## src/rtl/load_store_unit_pkg.sv

```systemverilog
// Shared memory-access types for the load/store unit.
// Size codes follow the RISC-V load/store funct3 field.
package load_store_unit_pkg;

  typedef enum logic [2:0] {
    MEM_B  = 3'b000,
    MEM_H  = 3'b001,
    MEM_W  = 3'b010,
    MEM_BU = 3'b100,
    MEM_HU = 3'b101
  } mem_size_t;

  typedef enum logic [1:0] {
    IDLE,
    REQ,
    WAIT_RESP,
    DONE
  } lsu_state_t;

  typedef struct packed {
    logic        we;
    logic [31:0] addr;
    logic [3:0]  be;
    logic [31:0] wdata;
  } bus_req_t;

  function automatic logic lsu_legal(
    input logic       rd,
    input logic       wr,
    input logic [2:0] size,
    input logic [1:0] off
  );
    logic size_ok;
    logic algn_ok;
    size_ok = 1'b0;
    algn_ok = 1'b0;
    case (size)
      MEM_B: begin
        size_ok = 1'b1;
        algn_ok = 1'b1;
      end
      MEM_H: begin
        size_ok = 1'b1;
        algn_ok = ~off[0];
      end
      MEM_W: begin
        size_ok = 1'b1;
        algn_ok = (off == 2'b00);
      end
      // unsigned sizes exist only for loads
      MEM_BU: begin
        size_ok = rd;
        algn_ok = 1'b1;
      end
      MEM_HU: begin
        size_ok = rd;
        algn_ok = ~off[0];
      end
      default: ;
    endcase
    return (rd ^ wr) & size_ok & algn_ok;
  endfunction

endpackage

```

## src/rtl/lsu_align.sv

```systemverilog
// Byte-lane steering: enables, store replication and
// load extract/extend. Purely combinational.
module lsu_align
  import load_store_unit_pkg::*;
(
  input  logic [2:0]  size,
  input  logic [1:0]  off,
  input  logic [31:0] wdata,
  input  logic [31:0] rword,
  output logic [3:0]  be,
  output logic [31:0] wlane,
  output logic [31:0] rext
);

  logic [31:0] sh;

  assign sh = rword >> {off, 3'b000};

  always_comb begin
    be    = 4'b0000;
    wlane = wdata;
    rext  = 32'h0;
    case (size)
      MEM_B: begin
        be    = 4'b0001 << off;
        wlane = {4{wdata[7:0]}};
        rext  = {{24{sh[7]}}, sh[7:0]};
      end
      MEM_BU: begin
        be    = 4'b0001 << off;
        wlane = {4{wdata[7:0]}};
        rext  = {24'h0, sh[7:0]};
      end
      MEM_H: begin
        be    = 4'b0011 << {off[1], 1'b0};
        wlane = {2{wdata[15:0]}};
        rext  = {{16{sh[15]}}, sh[15:0]};
      end
      MEM_HU: begin
        be    = 4'b0011 << {off[1], 1'b0};
        wlane = {2{wdata[15:0]}};
        rext  = {16'h0, sh[15:0]};
      end
      MEM_W: begin
        be    = 4'b1111;
        rext  = sh;
      end
      default: ;
    endcase
  end

endmodule

```

## src/rtl/load_store_unit.sv

```systemverilog
// Single-cycle-core load/store unit: one valid/ready word-bus
// transaction per access, stalling the core until done.
module load_store_unit
  import load_store_unit_pkg::*;
#(
  parameter int unsigned ADDR_W         = 32,
  parameter int unsigned TIMEOUT_CYCLES = 255
) (
  input  logic              clk,
  input  logic              rst,
  input  logic              mem_read,
  input  logic              mem_write,
  input  logic [2:0]        mem_size,
  input  logic [ADDR_W-1:0] addr,
  input  logic [31:0]       wdata,
  output logic [31:0]       rdata,
  output logic              stall,
  output logic              lsu_fault,
  output logic              req_valid,
  input  logic              req_ready,
  output logic              req_we,
  output logic [ADDR_W-1:0] req_addr,
  output logic [3:0]        req_be,
  output logic [31:0]       req_wdata,
  input  logic              resp_valid,
  input  logic [31:0]       resp_rdata
);

  localparam int unsigned CW =
    (TIMEOUT_CYCLES < 2) ? 1 : $clog2(TIMEOUT_CYCLES + 1);

  lsu_state_t    state;
  bus_req_t      q;
  logic [2:0]    size_q;
  logic [1:0]    off_q;
  logic [CW-1:0] cnt;
  logic [CW-1:0] cnt_nxt;
  logic [31:0]   rdata_q;
  logic          fault_q;

  logic        access;
  logic        legal;
  logic        in_idle;
  logic [2:0]  a_size;
  logic [1:0]  a_off;
  logic [3:0]  a_be;
  logic [31:0] a_wlane;
  logic [31:0] a_rext;

  assign access  = mem_read | mem_write;
  assign legal   = lsu_legal(mem_read, mem_write,
                             mem_size, addr[1:0]);
  assign in_idle = (state == IDLE);
  assign cnt_nxt = cnt + 1'b1;

  // one aligner: live inputs in IDLE, latched ones afterwards
  assign a_size = in_idle ? mem_size  : size_q;
  assign a_off  = in_idle ? addr[1:0] : off_q;

  lsu_align u_align (
    .size  (a_size),
    .off   (a_off),
    .wdata (wdata),
    .rword (resp_rdata),
    .be    (a_be),
    .wlane (a_wlane),
    .rext  (a_rext)
  );

  assign req_valid = (state == REQ);
  assign req_we    = q.we;
  assign req_addr  = ADDR_W'(q.addr);
  assign req_be    = q.be;
  assign req_wdata = q.wdata;

  assign stall = (state == REQ) | (state == WAIT_RESP)
               | (in_idle & access & legal);
  assign rdata = (state == DONE) ? rdata_q : 32'h0;
  assign lsu_fault = (state == DONE) ? fault_q
                   : (in_idle & access & ~legal);

  always_ff @(posedge clk or posedge rst) begin
    if (rst) begin
      state   <= IDLE;
      q       <= '0;
      size_q  <= 3'b000;
      off_q   <= 2'b00;
      cnt     <= '0;
      rdata_q <= 32'h0;
      fault_q <= 1'b0;
    end else begin
      unique case (state)
        IDLE: begin
          cnt     <= '0;
          rdata_q <= 32'h0;
          fault_q <= 1'b0;
          if (access & legal) begin
            q.we    <= mem_write;
            q.addr  <= 32'({addr[ADDR_W-1:2], 2'b00});
            q.be    <= a_be;
            q.wdata <= a_wlane;
            size_q  <= mem_size;
            off_q   <= addr[1:0];
            state   <= REQ;
          end
        end
        REQ: begin
          if (req_ready) state <= WAIT_RESP;
        end
        WAIT_RESP: begin
          cnt <= cnt_nxt;
          if (resp_valid) begin
            rdata_q <= q.we ? 32'h0 : a_rext;
            fault_q <= 1'b0;
            state   <= DONE;
          end else if (TIMEOUT_CYCLES != 0 &&
                       cnt_nxt == CW'(TIMEOUT_CYCLES)) begin
            rdata_q <= 32'h0;
            fault_q <= 1'b1;
            state   <= DONE;
          end
        end
        DONE: begin
          cnt   <= '0;
          state <= IDLE;
        end
      endcase
    end
  end

endmodule

```

## config.mk

```make
export PLATFORM = sky130hd
export DESIGN_NAME = load_store_unit
export DESIGN_NICKNAME = d
export VERILOG_FILES = /design/src/rtl/load_store_unit_pkg.sv /design/src/rtl/lsu_align.sv /design/src/rtl/load_store_unit.sv
export SDC_FILE = /design/constraint.sdc
export NUM_CORES = 1
export LEC_CHECK = 0
export ABC_AREA = 1
export ABC_CLOCK_PERIOD_IN_PS = 7200
export CAP_MARGIN = 25
export CORE_MARGIN = 2
export CORE_UTILIZATION = 50
export CTS_CLUSTER_DIAMETER = 60
export DETAILED_ROUTE_END_ITERATION = 7
export PLACE_DENSITY_LB_ADDON = 0.3
export SLEW_MARGIN = 20
export SYNTH_ARGS = -nofsm -noshare
export SYNTH_HDL_FRONTEND = slang
export SYNTH_SLANG_ARGS = --single-unit
export TNS_END_PERCENT = 100
```

## constraint.sdc

```tcl
create_clock -name clk -period 7.2 [get_ports clk]
set_input_delay 1.44 -clock clk [delete_from_list [all_inputs] [get_ports clk]]
set_output_delay 1.44 -clock clk [all_outputs]
set_load 0.01 [all_outputs]
```

[Yosys cells after proc, flatten, opt, wreduce, memory -nomap -nowiden]
Index checks and enable logic that the tools add are counted.
Storage, ports and cells
  register bits after elaboration: 115
  latch bits: 0
  bits in writable memories: 0
  ROM bits: 0
  input port bits: 105
  output and inout bits: 104
  memories kept: 0
Operators by class
  $add $sub $neg: 1
  multipliers: 0
  divide/modulo/power cells: 0
  order comparisons: 0
  equal/unequal tests: 15
  shift-type cells: 3
  multiplexer cells: 22
  bitwise gates (word level): 12
  reduce and logical (&&, ||, !) cells: 16
Operators by type and width (count)
  case mux 32 bit (5 select lines): 1
  two-way mux 32 bit: 4
  case mux 32 bit (2 select lines): 2
  >> shifter 32 x 5 -> 32 bit: 1
  case mux 8 bit (2 select lines): 1
  == test 3 bit, second input constant: 4
  case mux 4 bit (3 select lines): 1
  OR reduction 2 bit: 6
  two-way mux 2 bit: 5
  adder 8 x 1 -> 8 bit, second input constant: 1
  == test 8 bit, second input constant: 1
  case mux 2 bit (4 select lines): 1
  AND 1 bit: 6
  == test 3 x 1 -> 1 bit, second input constant: 2
  == test 3 x 2 -> 1 bit, second input constant: 2
  zero test 3 bit: 2
  == test 2 bit, second input constant: 2
  zero test 2 bit: 2
  inequality test 2 x 1 -> 1 bit, second input constant: 2
  case mux 1 bit (2 select lines): 2
  AND reduction 2 bit: 2
  nonzero test 2 bit: 2
  left shift 1 x 2 -> 4 bit, first input constant: 1
  left shift 2 x 2 -> 4 bit, first input constant: 1
  10 further kinds: 15

[Longest topological paths before layout]
  depth in word-level cells: 8
  gate-level depth with buffers: 14
  gate-level depth less buffers: 12

[By module]
A second synthesis with hierarchy kept.
Second synthesis, totals
  cell total of the unflattened synthesis: 756
  area, all modules: 6359.8 um2
Modules (own cells, without submodules)
  load_store_unit: instances 1, cells each 488, area each 4966.0 um2
  lsu_align: instances 1, cells each 268, area each 1393.8 um2

[Worst setup path before layout]
OpenSTA, ideal clock, no wires.
  path kind: input -> output
  from: input port mem_read
  to: output port stall
  arrival: 2.442 ns
  required time: 5.760 ns
  setup slack: 3.318 ns
  stages: 6
  path buffers: 2
  cells stage by stage: inv_1 ha_1 nand3_1 buf_2 buf_2 nand2_1
Between the ends
  longest elaborated chain between the ends: 5
  elaborated cells on any way between the ends: 8
  those cells by class: 1 x mux; 7 x bitwise
Ends and longest elaborated chain
  from (decl): line load_store_unit.sv:11  | input logic mem_read,
  case mux 1 bit (2 select lines) / XOR 1 bit (equally long branches): line load_store_unit_pkg.sv:37, load_store_unit_pkg.sv:61
  AND 1 bit (2 in series): line load_store_unit_pkg.sv:61  | return (rd ^ wr) & size_ok & algn_ok;
  AND 1 bit (*): line load_store_unit.sv:77  | | (in_idle & access & legal);
  OR 1 bit (*): line load_store_unit.sv:77
  to (decl): line load_store_unit.sv:17  | output logic stall,
Mark *: on every way between the ends. The rest lies on a longest branch, timed or not.

[Worst setup path in the final report]
  from: input port mem_read
  to: output port lsu_fault
Between the ends
  longest elaborated chain between the ends: 6
  elaborated cells on any way between the ends: 9
  those cells by class: 2 x mux; 7 x bitwise
Ends and longest elaborated chain
  case mux 1 bit (2 select lines) / XOR 1 bit (equally long branches): line load_store_unit_pkg.sv:37, load_store_unit_pkg.sv:61
  AND 1 bit (2 in series): line load_store_unit_pkg.sv:61
  NOT 1 bit: line load_store_unit.sv:80  | : (in_idle & access & ~legal);
  AND 1 bit (*): line load_store_unit.sv:80
  two-way mux 1 bit (*): line load_store_unit.sv:79  | assign lsu_fault = (state == DONE) ? fault_q
  to (decl): line load_store_unit.sv:18  | output logic lsu_fault,
Marks and branches as above.

==> impl_metrics.ini <==
[outcome]
status = finished, final reports clean

[critical_path]
worstPathMaxFanout = 2
required_ps = 5760
worst-setup-path-type = in2out
cp-start-kind = input pin
cp-end-kind = output pin
worstPathArrival_ps = 3250

[timing]
max_slew.worst_pin.slew_ps = 984.6
setup_viol = 0
drv_slew = 0
finClkSkew_ps = 9.021
min_period_over_period_pct = 65.11
slew_headroom_pct = 34.36
setup_tns_ps = 0
layout_min_cycle_time_ps = 4688
hold_violations = 0
rsz0062_at_grt = no
max_freq_ghz = 0.2133
hold-worst-slack_ps = 468.6

[job]
maxCapViolCount = 0

[logic_synthesis]
synthCells = 843
yosys.area_share.adder_pct = 1.589
synth_top_cell_by_area = dfrtp_1
syn_area_um2 = 6301
synth_mux_area_share_pct = 0
ys_warn_count = 0
yosys_register_bits = 115
synth_cell_types = 36
seq_area_frac_synth_pct = 45.67
synth_top_family_by_area = simple AND/OR/NAND/NOR gates
synth_edf_count = 0
synth_xor_area_share_pct = 0.4170
synth-simple-area-share_pct = 31.10
synthFlopType = dfrtp_1
synth.area.top_cells = dfrtp_1, nand2_1, inv_1
async_reset_ff_share_pct = 100.0
synth.avg_cell_area_um2 = 7.475
synth-compound-area-share_pct = 10.64
synth_top_cell_area_share_pct = 45.67

[drt]
vias = 6032
wl_per_cell_um = 14.54
drt_iter0_markers = 485
viasPerCell = 4.977
routed_wirelength_um = 17630
ant_nets = 0
drc = 0
first_pass_iters = 5

[layout]
fin_nets = 1142
seqCellArea_um2 = 2878
fillerInstances = 1013
syn2layout_area_growth_pct = 41.72
multi_input_area_um2 = 2776
drive_gt1_share_pct = 7.308
fin_cells = 1212
fin_util_pct = 71.64
final_area_um2 = 8930
antennaDiodeCount = 0

[pwr]
p_per_area_nw_per_um2 = 429.8
vdd_drop_max_mv = 0.2324
total_leakage_power_uw = 0.004677

[clocking]
cts_max_level = 4
cts_num_sinks = 115
post_cts_resized = 0
post_cts_buffers = 0
root_buffer = clkbuf_16
cts.path.max_buffers = 2
numCtsBuffers = 17
ctsHoldBuffers = 0
insertion_delay_ps = 420
cts.clk_slew.worst_paths_ps = 50
cts_tree = built

[floorplanning]
coreArea_um2 = 12470
die_x_um = 116.3
dieArea_um2 = 13520
floorplan.io_pins = 209
start_util_pct = 50.55
die_y_um = 116.3
placementRows = 41

[global_routing]
antenna_found_initial = 0
grt_max_degree = 94
grt_pass1_vias = 5816
grt.overflow.total = 0
grt_use_total_pct = 26.99
grt_pass1_wl_um = 28210

[placed_design]
dpl_cell_area_um2 = 8329
dpl.cell_count = 1182
place_congestion = 0.8902
numPortBuffers = 206
hpwlAfterDp_um = 12050

[min_path]
hold_path.class = reg2reg
==> flip-flops by register name, indices dropped and copies added (netlist names) <==
signal	count
cnt	8
fault_q	1
off_q	2
rdata_q	32
req_addr	30
req_be	4
req_wdata	32
req_we	1
size_q	3
state	2
==> per-layer routing <==
layer / vias up / share of wire [%] / GRT usage [%]
li1: 2973 / - / -
met1: 2784 / 41 / 33.47
met2: 248 / 48 / 43.72
met3: 27 / 9.8 / 11.05
met4: 0 / 1.4 / 7.619
met5: - / 0 / 0
==> cells in the final DEF (no fill, tap or decap), drive strengths merged, types with 3 or more instances in the layout <==
| cell type | instances |
|---|---|
| nor3 | 7 |
| clkbuf | 21 |
| a21oi | 25 |
| dfrtp | 115 |
| nand2 | 399 |
| o21ai | 65 |
| clkdlybuf4s50 | 206 |
| o211ai | 15 |
| xor2 | 3 |
| bufinv | 3 |
| clkinv | 5 |
| nand3 | 31 |
| inv | 98 |
| buf | 3 |
| o22ai | 4 |
| nand4 | 4 |
| nor2 | 19 |
| ha | 8 |
==> worst paths after layout <==
| kind | start | to | slack [ps] | depth (start not counted) |
|---|---|---|---|---|
| worst max-delay path | mem_read | lsu_fault | 2510 | 7 |
| worst min-delay path | rdata_q[31] | rdata_q[31] | 470 | 2 |
| worst max register to register | state[0] | rdata_q[11] | 4190 | 12 |
| worst min register to register | rdata_q[31] | rdata_q[31] | 470 | 2 |
| max in group asynchronous | rst | fault_q | 4490 | 3 |
| min in group asynchronous | rst | req_addr[14] | 1510 | 2 |
==> critical path: stages <==
cell and delay [ps]:
clkdlybuf4s50_1 470, inv_1 50, ha_1 200, nor2_1 230
nand2_1 110, o21ai_0 170, clkdlybuf4s50_1 570
==> kinds of logic (layout without fill, tap and decap cells) <==
group	after synthesis	count (layout)
xor+xnor	3	3
flops	115	115
compound gates	115	115
simple gates	460	460
buf+inv	141	337
other cells	1	2
fa+ha+maj	8	8
==> cell usage after synthesis (all sizes together) (2+ instances only) <==
cell / instances
nand2: 399
dfrtp: 115
inv: 98
o21ai: 65
nand3: 31
buf: 30
a21oi: 25
nor2: 19
o211ai: 15
clkbuf: 13
ha: 8
nor3: 7
nand4: 4
o22ai: 4
xor2: 3
a31oi: 2
o21a: 2
==> metrics by stage <==
step	setup slack [ps]	power (uW)
finish	2512	3838
detailed placement	2490	2962
global placement	2527	2929
CTS	2484	3855
floorplan	2716	2300
global route	2373	4122
==> cell type report <==
class / count / share of cell area (%)
Multi-Input combinational cell: 588 / 31.09
Tap cell: 172 / 2.410
Clock inverter: 9 / 1.457
Timing Repair Buffer: 209 / 23.34
Inverter: 98 / 4.203
Sequential cell: 115 / 32.23
Clock buffer: 21 / 5.268
==> power breakdown <==
group | switching [uW] | internal (uW) | total (uW) | leakage [uW]
clock | 297 | 566 | 863 | 0.000295
sequential | 167 | 922 | 1090 | 0.00149
combinational | 1110 | 773 | 1890 | 0.00289
total | 1580 | 2260 | 3840 | 0.00468
Note: power is estimated with default switching activity, not from simulation.
